### src/rtl/uart_rx_fifo.sv
// Oversampling UART receiver with majority-vote bits, stop/parity checking and a FWFT receive FIFO.
// Optional parity bit is enabled by defining UART_RX_PARITY_EN.
module uart_rx_fifo #(
    parameter int DATA_BITS  = 8,
    parameter int OVERSAMPLE = 16,
    parameter int FIFO_DEPTH = 4,
    parameter int PARITY_ODD = 0
) (
    input  logic                 clk,
    input  logic                 rst,
    input  logic                 r_enable,
    input  logic                 rxd,
    input  logic                 rec_enable,
    input  logic                 err_clr,
    output logic [DATA_BITS-1:0] data,
    output logic                 rda,
    output logic                 frame_err,
    output logic                 parity_err,
    output logic                 overrun
);
    localparam int CW   = $clog2(OVERSAMPLE);
    localparam int ZW   = $clog2(OVERSAMPLE + 1);
    localparam int IW   = $clog2(DATA_BITS);
    localparam int AW   = $clog2(FIFO_DEPTH);
    localparam int CNTW = AW + 1;
    localparam logic [CW-1:0]   TICK_LAST = CW'(OVERSAMPLE - 1);
    localparam logic [ZW-1:0]   HALF      = ZW'(OVERSAMPLE / 2);
    localparam logic [IW-1:0]   BIT_LAST  = IW'(DATA_BITS - 1);
    localparam logic [CNTW-1:0] FULL      = CNTW'(FIFO_DEPTH);

    typedef enum logic [2:0] {
        IDLE,
        START,
        DATA,
`ifdef UART_RX_PARITY_EN
        PARITY,
`endif
        STOP
    } state_t;

    state_t                state_reg, state_next;
    logic                  rxd_meta_reg, rxd_sync_reg;
    logic [CW-1:0]         tick_cnt_reg;
    logic [ZW-1:0]         zero_cnt_reg;
    logic [IW-1:0]         bit_idx_reg;
    logic [DATA_BITS-1:0]  shift_reg;
    logic [DATA_BITS-1:0]  mem [FIFO_DEPTH];
    logic [AW-1:0]         wr_ptr_reg, rd_ptr_reg, rd_ptr_next;
    logic [CNTW-1:0]       count_reg, count_next;
    logic [DATA_BITS-1:0]  data_reg;
    logic                  frame_err_reg, overrun_reg;
    logic                  rx_zero, bit_val, win_end, frame_done, par_bad, good, pop, push;
    logic                  frame_err_set, overrun_set;
    logic [ZW-1:0]         zeros_total;

    // Synchroniser is deliberately unreset; it only ever carries the pin value.
    always_ff @(posedge clk) begin
        rxd_meta_reg <= rxd;
        rxd_sync_reg <= rxd_meta_reg;
    end

    assign rx_zero     = ~rxd_sync_reg;
    assign zeros_total = zero_cnt_reg + ZW'(rx_zero);
    assign bit_val     = ~(zeros_total > HALF);
    assign win_end     = r_enable && (state_reg != IDLE) && (tick_cnt_reg == TICK_LAST);

    always_ff @(posedge clk) begin
        if (rst) begin
            state_reg    <= IDLE;
            tick_cnt_reg <= '0;
            zero_cnt_reg <= '0;
            bit_idx_reg  <= '0;
        end else begin
            state_reg <= state_next;
            if (state_reg == IDLE) begin
                bit_idx_reg <= '0;
                // The detecting tick is the first sample of the start-bit window.
                if (r_enable && rx_zero) begin
                    tick_cnt_reg <= CW'(1);
                    zero_cnt_reg <= ZW'(1);
                end else begin
                    tick_cnt_reg <= '0;
                    zero_cnt_reg <= '0;
                end
            end else if (r_enable) begin
                if (tick_cnt_reg == TICK_LAST) begin
                    tick_cnt_reg <= '0;
                    zero_cnt_reg <= '0;
                end else begin
                    tick_cnt_reg <= tick_cnt_reg + CW'(1);
                    zero_cnt_reg <= zeros_total;
                end
            end
            if (state_reg == DATA && win_end)
                bit_idx_reg <= bit_idx_reg + IW'(1);
        end
    end

    always_ff @(posedge clk) begin
        if (state_reg == DATA && win_end)
            shift_reg <= {bit_val, shift_reg[DATA_BITS-1:1]};
    end

    always_comb begin
        state_next = state_reg;
        case (state_reg)
            IDLE:   if (r_enable && rx_zero) state_next = START;
            START:  if (win_end) state_next = bit_val ? IDLE : DATA;
            DATA:   if (win_end && bit_idx_reg == BIT_LAST) begin
`ifdef UART_RX_PARITY_EN
                        state_next = PARITY;
`else
                        state_next = STOP;
`endif
                    end
`ifdef UART_RX_PARITY_EN
            PARITY: if (win_end) state_next = STOP;
`endif
            STOP:   if (win_end) state_next = IDLE;
            default: state_next = IDLE;
        endcase
    end

`ifdef UART_RX_PARITY_EN
    logic par_bit_reg, parity_err_reg, parity_err_set;

    always_ff @(posedge clk) begin
        if (state_reg == PARITY && win_end)
            par_bit_reg <= bit_val;
    end

    // Data bits plus parity bit must have odd/even population as configured.
    assign par_bad = ((^shift_reg) ^ par_bit_reg) != (PARITY_ODD != 0);

    always_ff @(posedge clk) begin
        if (rst)
            parity_err_reg <= 1'b0;
        else
            parity_err_reg <= parity_err_set | (parity_err_reg & ~err_clr);
    end
    assign parity_err_set = frame_done && bit_val && par_bad;
    assign parity_err     = parity_err_reg;
`else
    logic unused_parity_odd;
    assign unused_parity_odd = (PARITY_ODD != 0);
    assign par_bad    = 1'b0;
    assign parity_err = 1'b0;
`endif

    // Frame-end decisions: stop error wins over parity error; a pop frees room for the push.
    always_comb begin
        frame_done    = (state_reg == STOP) && win_end;
        good          = frame_done && bit_val && !par_bad;
        pop           = rec_enable && rda;
        push          = good && ((count_reg != FULL) || pop);
        overrun_set   = good && (count_reg == FULL) && !pop;
        frame_err_set = frame_done && !bit_val;
    end

    assign rd_ptr_next = rd_ptr_reg + AW'(pop);
    assign count_next  = count_reg + CNTW'(push) - CNTW'(pop);

    always_ff @(posedge clk) begin
        if (push)
            mem[wr_ptr_reg] <= shift_reg;
    end

    // Registered head read; bypass the write when the new word lands at the next head slot.
    always_ff @(posedge clk) begin
        if (rst) begin
            wr_ptr_reg <= '0;
            rd_ptr_reg <= '0;
            count_reg  <= '0;
            data_reg   <= '0;
        end else begin
            if (push)
                wr_ptr_reg <= wr_ptr_reg + AW'(1);
            rd_ptr_reg <= rd_ptr_next;
            count_reg  <= count_next;
            if (count_next == '0)
                data_reg <= '0;
            else if (push && wr_ptr_reg == rd_ptr_next)
                data_reg <= shift_reg;
            else
                data_reg <= mem[rd_ptr_next];
        end
    end

    always_ff @(posedge clk) begin
        if (rst) begin
            frame_err_reg <= 1'b0;
            overrun_reg   <= 1'b0;
        end else begin
            frame_err_reg <= frame_err_set | (frame_err_reg & ~err_clr);
            overrun_reg   <= overrun_set | (overrun_reg & ~err_clr);
        end
    end

    assign data      = data_reg;
    assign rda       = (count_reg != '0);
    assign frame_err = frame_err_reg;
    assign overrun   = overrun_reg;
endmodule

### config.mk
export PLATFORM = sky130hd
export DESIGN_NAME = uart_rx_fifo
export DESIGN_NICKNAME = d
export VERILOG_FILES = /design/src/rtl/uart_rx_fifo.sv
export SDC_FILE = /design/constraint.sdc
export NUM_CORES = 1
export LEC_CHECK = 0
export BUFFER_PORTS_ARGS = -buffer_cell sky130_fd_sc_hd__buf_2
export CAP_MARGIN = 20
export CORE_UTILIZATION = 45
export CTS_CLUSTER_DIAMETER = 40
export DETAILED_ROUTE_END_ITERATION = 8
export PLACE_DENSITY_LB_ADDON = 0.1
export SLEW_MARGIN = 20
export SYNTH_ARGS = -nofsm -noshare
export SYNTH_HDL_FRONTEND = slang
export SYNTH_SLANG_ARGS = --single-unit
export TNS_END_PERCENT = 5
### constraint.sdc
create_clock -name clk -period 5.14 [get_ports clk]
set_input_delay 1.028 -clock clk [delete_from_list [all_inputs] [get_ports clk]]
set_output_delay 1.028 -clock clk [all_outputs]
set_load 0.05 [all_outputs]
==> out/qor.txt, run 1 <==
Vias in the first global route: 1646
CP Data Required Time: 5.42 ns
Status: finished, final reports clean
Via count: 1777
Most frequent cells in the layout: 40 x edfxtp_1, 33 x dfxtp_1, 22 x nand2_1, 19 x nor2_1, 16 x buf_2
Worst EP arrival: 3.84 ns
Cts hold-fix bufs: 0
Fin crit share: 69.3%
Worst setup startpoint: rec_enable
EDFF count, synth: 40
CP Class: in -> reg
Total routed wirelength: 5080 um
Final core occ: 52.7%
Compound-Gate Fraction of Synth Area: 6.56%
Post-Synth XOR/XNOR Area: 3.62%
Final ANT Viol Nets: 0
H-tree levels: 3
Cell Area, Synth: 3110 um2
Kind of end point of the critical path: register
Max layer used: met4
Primary FF master, synth: edfxtp_1
Clk_lat worst skew: 0.35 ns
Setup Fix Bufs, Post-CTS: 0
Detailed placer's ending HPWL: 3300 um
P_leak: 1.07 nW
PortBufs: 16
Nets: 266
Type of the tightest min-delay check: reg -> reg
Core area: 6490 um2
Largest net degree at the start of global routing: 25
Initial Utilization: 47.9%
Layout cells sized above 1: 19.8%
Synth Area in Adders: 5.48%
Die width: 85.1 um
Startpoint Class: input port
Fin cells: 329
# DRC: 0
Hold path start: rxd_meta_reg
Clock power frac: 41.4%
Async set-reset flop share out of synthesis: 0%
Fmax: 281 MHz
Metal2 WL: 2190 um
Max FFs per register: 32
Syn_nets: 248
Clk slew on worst S/H paths: 0.08 ns
Antenna violations before repair: 0
Initial DRT Pass Iterations: 4
Min Tclk post-route: 3.56 ns
Die Height: 85.1 um
Clock Skews: 0.00945 ns
Filler Cells Inserted: 570
Register Area: 1860 um2
Placed Cells: 313
TritonCTS Sinks: 73
Maxcap violations: 0
CTS tree: done
Syn-to-layout area delta: 10.1%
Gr usage total: 15.9%
Worst-path maximum fanout: 16
Diodes inserted: 0
First-pass GRT wire length: 8400 um
Switching Power: 222 uW
Violation count after the first detailed-route iteration: 74
# IOs: 18
Routed met1 length: 2550 um
Vias per cell: 5.40
Internal: 855 uW
Area of the multi-input gates: 1150 um2
Clock buffer depth: 2
Wire per inst: 15.4 um
Syn Inst Count: 229
Simple-Gate Fraction of Synth Area: 11.4%
Final setup viols: 0
VDD IR max: 129 uV
Final TNS setup: 0 ns
Unrepaired setup endpoints after global routing: false
Register share of total power: 56.9%
Power Dens Cells: 315 nW/um2
Yosys warns: 0
Cell Rows: 29
Synth Register Bits: 73
Average size of a mapped cell: 13.6 um2
Pins Over Slew Limit: 0
Largest family of logic cells by synthesized area: simple AND/OR/NAND/NOR gates
Worst rel slew slack: 58.4%
Post_cts resized: 0
Final Hold Fails: 0
WL met3: 203 um
R2R Path Start: rxd_sync_reg
CTS root buffer: clkbuf_8
Die area: 7240 um2
Mux share of post-synthesis cell area: 9.86%
Pin slew with the least headroom to its limit: 0.623 ns
Comb power frac: 1.7%
Most common cell after layout, fill and taps aside: edfxtp_1
Post-synthesis sequential area ratio: 59.9%
CTS buffer count: 9
Synth cell types: 45
Congestion Overflow GR: 0
Final Wtd Congestion: 0.726
Switching fraction of total power: 20.6%
cell usage after synthesis, types with 2 or more instances:
library cell / instances / share of area (%)
edfxtp_1: 40 / 39
dfxtp_1: 33 / 21
nand2_1: 22 / 2.7
nor2_1: 19 / 2.3
ha_1: 12 / 4.8
mux2i_1: 10 / 3.2
inv_1: 9 / 1.1
a22oi_1: 6 / 1.4
nor2b_1: 6 / 1.2
xnor2_1: 6 / 1.7
xor2_1: 5 / 1.4
a21oi_1: 4 / 0.64
and2_2: 4 / 0.97
buf_2: 4 / 0.64
mux4_1: 4 / 3.4
mux4_2: 4 / 2.9
o21ai_0: 4 / 0.64
nand3_1: 3 / 0.48
nor3_1: 3 / 0.48
a211oi_1: 2 / 0.48
a22o_2: 2 / 0.64
and2_1: 2 / 0.40
clkbuf_1: 2 / 0.24
nor3_2: 2 / 0.64
cells by family after synthesis:
group                    count (synthesis)
flip-flops                              73
AND/OR/NAND/NOR                         68
AO/OA/AOI/OAI                           25
multiplexers                            19
buffers and inverters                   18
adder cells (fa/ha/maj)                 13
XOR/XNOR                                12
other                                    1
through the flow:
| step | power, mW | setup WS [ns] | hold slack (ns) | cell area, um2 |
|---|---|---|---|---|
| 2_1_floorplan | 0.640 | 1.48 | 0.310 | 3110 |
| 3_3_place_gp | 0.645 | 1.26 | 0.311 | 3220 |
| 3_5_place_dp | 0.645 | 1.19 | 0.313 | 3220 |
| 4_1_cts | 1.09 | 1.55 | 0.330 | 3420 |
| 5_1_grt | 1.11 | 1.33 | 0.332 | 3420 |
| 6_report | 1.08 | 1.58 | 0.329 | 3420 |
final cells by class:
| class | count | area share, % |
|---|---|---|
| repair buffers | 16 | 2.34 |
| clock inverters | 4 | 1.54 |
| clock buffers | 12 | 4.24 |
| flip-flops and latches | 73 | 54.4 |
| inverters | 9 | 0.987 |
| well taps | 77 | 2.82 |
| multi-input cells | 138 | 33.7 |
worst max-delay path, cell delays in order:
cell and delay, ns:
buf_2 0.10, nor4b_1 0.51, nor3_2 0.10, o211a_4 0.19, inv_1 0.06, ha_1 0.22, inv_1 0.06, ha_1 0.13
inv_1 0.05, fa_1 0.37, xor2_1 0.16, xnor2_1 0.17, a31oi_4 0.46, nand2_1 0.11, mux2i_1 0.14
power by group through the flow:
| stage | Clock [mW] | Combinational, mW | Sequential [mW] |
|---|---|---|---|
| 2_1_floorplan | 0 | 0.0148 | 0.625 |
| 3_3_place_gp | 0 | 0.0180 | 0.627 |
| 3_5_place_dp | 0 | 0.0179 | 0.627 |
| 4_1_cts | 0.458 | 0.0181 | 0.613 |
| 5_1_grt | 0.481 | 0.0205 | 0.614 |
| 6_report | 0.446 | 0.0181 | 0.613 |
per-layer routing:
layer / track usage, % / vias up
met5: 0 / -
met4: 10.2 / 0
met3: 3.60 / 12
met2: 21.8 / 33
met1: 22.6 / 865
li1: - / 867
path summary, 6_finish.rpt:
| path | cells after the start | slack (ns) | endpoint |
|---|---|---|---|
| worst min-delay path | 0 | 0.33 | rxd_sync_reg |
| worst min register to register | 0 | 0.33 | rxd_sync_reg |
| worst max-delay path | 15 | 1.58 | data[0] |
| worst max register to register | 17 | 1.67 | data[0] |
(Power assumes the default switching activity.)
==> inputs of run 2 (changes only) <==
--- a/config.mk
+++ b/config.mk
@@ -5,6 +5,7 @@
 export SDC_FILE = /design/constraint.sdc
 export NUM_CORES = 1
 export LEC_CHECK = 0
+export ABC_AREA = 1
 export BUFFER_PORTS_ARGS = -buffer_cell sky130_fd_sc_hd__buf_2
 export CAP_MARGIN = 20
 export CORE_UTILIZATION = 45
==> constraint.sdc (replaced) <==
create_clock -name clk -period 3.04 [get_ports clk]
set_input_delay 0.608 -clock clk [delete_from_list [all_inputs] [get_ports clk]]
set_output_delay 0.608 -clock clk [all_outputs]
set_load 0.05 [all_outputs]
==> out/qor.txt, run 2 <==
Die area: 7560 um2
Post-synth top area cell: edfxtp_1
Die width: 86.9 um
Clock power frac: 23.5%
Layout cells sized above 1: 24.4%
Most frequent cell after synthesis: nand2_1
Max FFs per register: 32
Clock buffer depth: 2
Final TNS setup: 0 ns
Comb power frac: 39.6%
Startpoint Class: register
Violation count after the first detailed-route iteration: 110
P_leak: 1.50 nW
Filler Cells Inserted: 622
Detailed placer's ending HPWL: 4160 um
M3 GR Usage: 5.40%
CTS root buffer: clkbuf_8
CTS tree: done
Antenna violations before repair: 0
Largest net degree at the start of global routing: 22
CTS buffer count: 9
Gr usage total: 18.2%
Final Hold Fails: 0
Synth cell types: 32
Final setup viols: 0
Synth top cells by count: 93 x nand2_1, 41 x nor2_1, 40 x edfxtp_1
Pin slew with the least headroom to its limit: 0.620 ns
Min Tclk post-route: 2.94 ns
Met1 Use GR: 21.5%
Pwr Total: 3.13 mW
Nets: 403
Synth top area cells: edfxtp_1 37%, dfxtp_1 20%, nand2_1 11%
Final ANT Viol Nets: 0
Status: finished, final reports clean
CP Class: reg -> reg
Cell Rows: 30
Congestion Overflow GR: 0
Total routed wirelength: 6330 um
Diodes inserted: 0
Global routing's busiest layer: met2
Clock Skews: 0.00987 ns
# DRC: 0
Syn_nets: 363
Vias per cell: 4.87
First-pass GRT wire length: 10200 um
Die Height: 86.9 um
Post-synthesis sequential area ratio: 57.4%
Pins Over Slew Limit: 0
Synth Register Bits: 73
Initial Utilization: 47.2%
Vias in the first global route: 2197
VDD IR max: 307 uV
Top cell type's share of synthesized area: 37.0%
Core area: 6870 um2
Via count: 2363
Initial DRT Pass Iterations: 4
Worst rel slew slack: 58.5%
Syn-to-layout area delta: 19.3%
Switching fraction of total power: 38.9%
Met2 Usage GRT: 32.2%
Final Wtd Congestion: 0.764
Kind of end point of the critical path: register
Internal: 1.91 mW
CP Data Required Time: 3.28 ns
H-tree levels: 3
Final instance area: 3870 um2
Average size of a mapped cell: 9.43 um2
Clk_lat worst skew: 0.34 ns
Cell Area, Synth: 3250 um2
Hold WS: 0.329 ns
Wire per inst: 13.0 um
Worst EP arrival: 3.19 ns
Clk slew on worst S/H paths: 0.08 ns
Fin crit share: 96.9%
Fmax: 340 MHz
Switching Power: 1.22 mW
Maxcap violations: 0
Syn Inst Count: 344
PortBufs: 16
# IOs: 18
Post-DP Area: 3530 um2
Primary FF master, synth: edfxtp_1
Most frequent cells in the layout: 85 x nand2_1, 40 x edfxtp_1, 38 x nor2_1, 34 x inv_1, 31 x dfxtp_1
Unrepaired setup endpoints after global routing: true
Yosys warns: 0
EDFF count, synth: 40
Power Dens Cells: 808 nW/um2
Type of the tightest min-delay check: reg -> reg
TritonCTS Sinks: 73
Register share of total power: 36.8%
Async set-reset flop share out of synthesis: 0%
Final core occ: 56.4%
Cts hold-fix bufs: 0
Most common cell after layout, fill and taps aside: nand2_1
Worst-path maximum fanout: 8
-- run 2: timing repair --
item | 4_1_cts | 5_1_grt
gates resized for setup | 5 | 24
setup endpoints to repair | 8 | 9
pin swaps | 7 | 19
setup buffers | 2 | 4
-- run 2: worst paths after layout --
kind,depth (start not counted),slack (ns),start,end
max,19,0.1,rxd_sync_reg,data[4]
min,0,0.33,rxd_meta_reg,rxd_sync_reg
max reg2reg,19,0.1,rxd_sync_reg,data[4]
min reg2reg,0,0.33,rxd_meta_reg,rxd_sync_reg
-- run 2: logic make-up (layout without fill, tap and decap cells) --
| group | after synthesis | count (layout) | synth area share [%] |
|---|---|---|---|
| DFF | 73 | 73 | 57.4 |
| other | 1 | 1 | 0.116 |
| and+or+nand+nor | 168 | 168 | 23.7 |
| AOI/OAI and AO/OA | 35 | 35 | 6.48 |
| xor gates and xnor gates | 4 | 4 | 1.08 |
| buffers and inverters | 50 | 95 | 6.01 |
| adders and majority gates | 13 | 13 | 5.24 |
-- run 2: critical path: stages, from the launching register on --
cell,delay [ns]
dfxtp_2,0.33
inv_2,0.04
ha_4,0.16
ha_4,0.22
nor2_4,0.07
nand3_2,0.10
a21oi_4,0.18
nand3_4,0.09
ha_4,0.22
inv_2,0.06
ha_4,0.12
inv_2,0.03
fa_2,0.37
xnor2_2,0.18
xor2_1,0.19
nand3_1,0.12
nand2_2,0.11
clkinv_4,0.11
nand2_1,0.09
nor2_1,0.04
-- run 2: area by class of cell --
| type | instances | area, um2 | area share [%] |
|---|---|---|---|
| Clock inverter | 6 | 67.6 | 1.75 |
| Clock buffer | 10 | 128 | 3.30 |
| Tap cell | 96 | 120 | 3.10 |
| Sequential cell | 73 | 1860 | 48.2 |
| Inverter | 42 | 163 | 4.20 |
| Timing Repair Buffer | 37 | 238 | 6.14 |
| Multi-Input combinational cell | 221 | 1290 | 33.4 |
-- run 2: metrics by stage --
step,setup WS (ns),std cells
finish,0.0956,485
global route,-0.0639,485
CTS,0.0178,481
detailed placement,-0.102,463
global placement,-0.0491,463
floorplan,0.0252,344
-- run 2: power by group through the flow --
stage	Combinational [mW]	Sequential (mW)	Clock [mW]
2_1_floorplan	0.650	1.34	0
3_3_place_gp	1.12	1.17	0
3_5_place_dp	1.14	1.17	0
4_1_cts	1.17	1.15	0.757
5_1_grt	1.38	1.16	0.797
6_report	1.24	1.15	0.736
-- run 2: per-layer routing --
layer	wire length [um]	vias up	part of all wire, %
li1	-	1197	-
met1	2870	1120	45
met2	3220	42	51
met3	192	4	3.0
met4	45	0	0.71
met5	0	-	0
==> inputs of run 3 (changes only) <==
--- a/config.mk
+++ b/config.mk
@@ -6,11 +6,12 @@
 export NUM_CORES = 1
 export LEC_CHECK = 0
 export ABC_AREA = 1
-export BUFFER_PORTS_ARGS = -buffer_cell sky130_fd_sc_hd__buf_2
+export ABC_CLOCK_PERIOD_IN_PS = 3500
 export CAP_MARGIN = 20
 export CORE_UTILIZATION = 45
 export CTS_CLUSTER_DIAMETER = 40
 export DETAILED_ROUTE_END_ITERATION = 8
+export DONT_BUFFER_PORTS = 1
 export PLACE_DENSITY_LB_ADDON = 0.1
 export SLEW_MARGIN = 20
 export SYNTH_ARGS = -nofsm -noshare
==> constraint.sdc (replaced) <==
create_clock -name clk -period 3.5 [get_ports clk]
set_input_delay 0.7 -clock clk [delete_from_list [all_inputs] [get_ports clk]]
set_output_delay 0.7 -clock clk [all_outputs]
set_load 0.05 [all_outputs]
==> out/qor.txt, run 3 (synthesized netlist as in run 2, its figures left out) <==
Die area: 7560 um2
Fin crit share: 94.8%
Clk_lat worst skew: 0.36 ns
CTS root buffer: clkbuf_8
Worst-path maximum fanout: 8
Status: finished, final reports clean
Setup Fix Bufs, Post-CTS: 0
Congestion Overflow GR: 0
Antenna violations before repair: 0
R2r setup slk: 0.18 ns
Final instance area: 3580 um2
CP Class: reg -> reg
Worst hold path stage count: 0
Slowest CP cell: fa_1
Cell Rows: 30
Power Dens Cells: 695 nW/um2
Max FFs per register: 32
Worst rel slew slack: 57.1%
Vias in the first global route: 2048
Layout cells sized above 1: 11.9%
VDD IR max: 335 uV
Nets: 376
Max incr delay on CP: 0.37 ns
Initial DRT Pass Iterations: 4
Hold Crit Endpoint: rxd_sync_reg
Final ANT Viol Nets: 0
Worst EP arrival: 3.56 ns
Final setup viols: 0
Clk slew on worst S/H paths: 0.07 ns
Worst r2r path cells: 19
Final Hold Fails: 0
Switching Power: 1.02 mW
Type of the tightest min-delay check: reg -> reg
Final Wtd Congestion: 0.729
Most common cell after layout, fill and taps aside: nand2_1
CP Data Required Time: 3.74 ns
Total routed wirelength: 6300 um
Gr usage total: 18.6%
First-pass GRT wire length: 10200 um
Final WS setup: 0.183 ns
Pin slew with the least headroom to its limit: 0.641 ns
P_leak: 1.38 nW
Maxcap violations: 0
Initial Utilization: 47.2%
Unrepaired setup endpoints after global routing: false
Most frequent cells in the layout: 93 x nand2_1, 41 x nor2_1, 40 x edfxtp_1, 38 x inv_1, 33 x dfxtp_1
TritonCTS Sinks: 73
PortBufs: 0
Fmax: 301 MHz
Clock buffer depth: 2
R2R Path End: data[3]
H-tree levels: 3
Filler Cells Inserted: 634
CTS tree: done
Cts hold-fix bufs: 0
Violation count after the first detailed-route iteration: 110
Pwr Total: 2.49 mW
Largest net degree at the start of global routing: 22
Internal: 1.47 mW
Wire per inst: 13.8 um
Detailed placer's ending HPWL: 4370 um
Vias per cell: 4.81
Final TNS setup: 0 ns
Die Height: 86.9 um
Clock Skews: 0.0176 ns
Fin cells: 458
# DRC: 0
Kind of end point of the critical path: register
R2R Path Start: rxd_sync_reg
Hold path start: rxd_meta_reg
Switching fraction of total power: 40.9%
Placed Cells: 442
Core area: 6870 um2
Pins Over Slew Limit: 0
Diodes inserted: 0
Crit path cell chain: inv_1 > ha_1 > ha_1 > nor2_1 > nand3_2 > a21oi_4 > nand3_4 > ha_1 > inv_1 > ha_1 > inv_1 > fa_1 > xnor2_1 > xor2_1 > nand3_1 > nand2_1 > inv_1 > nand2_1 > nor2_1
Die width: 86.9 um
# IOs: 18
Place WS: 0.176 ns
Syn-to-layout area delta: 10.4%
Post_cts resized: 0
Post-DP Area: 3400 um2
Startpoint Class: register
CTS buffer count: 9
Comb power frac: 29.5%
Clock power frac: 24.3%
Register share of total power: 46.2%
Min Tclk post-route: 3.32 ns
Via count: 2202
## run 3: changes by cell type in the layout (fill, tap and decap cells not counted), moves of 2 or more
cell,change
buf_2,-16
buf_4,-11
nand2_1,+8
nand2_2,-8
ha_1,+4
ha_4,-4
inv_1,+4
inv_2,-3
nor2_1,+3
dfxtp_1,+2
dfxtp_2,-2
nand3_1,+2
nand3_2,-2
nor2_2,-2
## run 3: final cells by class
| type | count | area [um2] | share of cell area, % |
|---|---|---|---|
| Tap cell | 96 | 120 | 3.35 |
| Sequential cell | 73 | 1860 | 52.0 |
| Clock inverter | 6 | 41.3 | 1.15 |
| Clock buffer | 10 | 138 | 3.84 |
| Timing Repair Buffer | 10 | 75.1 | 2.10 |
| Multi-Input combinational cell | 221 | 1190 | 33.2 |
| Inverter | 42 | 158 | 4.40 |
## run 3: power by group through the flow
stage / Clock (mW) / Sequential, mW / Combinational [mW]
floorplan: 0 / 1.16 / 0.559
global placement: 0 / 1.17 / 0.729
detailed placement: 0 / 1.17 / 0.745
CTS: 0.614 / 1.15 / 0.747
global route: 0.663 / 1.16 / 0.828
finish: 0.606 / 1.15 / 0.734
## run 3: worst max-delay path, delay by kind of cell, from the launching register on
| family | cells | cell delay (ns) |
|---|---|---|
| xor+xnor | 2 | 0.42 |
| simple gates | 7 | 0.67 |
| fa+ha+maj | 5 | 1.29 |
| compound gates | 1 | 0.21 |
| flops | 1 | 0.31 |
| buf+inv | 4 | 0.29 |
## run 3: how the worst max path moves through the flow
stage                             from      end  slack (ns)  cells after the start
after floorplan           rxd_sync_reg  data[3]        0.42                     19
after global placement    rxd_sync_reg  data[0]        0.31                     19
after detailed placement  rxd_sync_reg  data[0]        0.18                     19
after CTS                 rxd_sync_reg  data[3]        0.18                     19
after global routing      rxd_sync_reg  data[3]        0.03                     19
final                     rxd_sync_reg  data[3]        0.18                     19
## run 3: per-stage QoR
step	hold slack [ns]	util (%)
3_5_place_dp	0.318	49.5
2_1_floorplan	0.310	-
5_1_grt	0.343	52.1
4_1_cts	0.336	52.1
3_3_place_gp	0.329	49.5
6_report	0.334	52.1
## run 3: per-layer routing
layer	routed length [um]	global-route usage (%)
met1	2840	22.0
met4	91	8.18
met3	237	3.89
met2	3130	32.4
met5	0	0
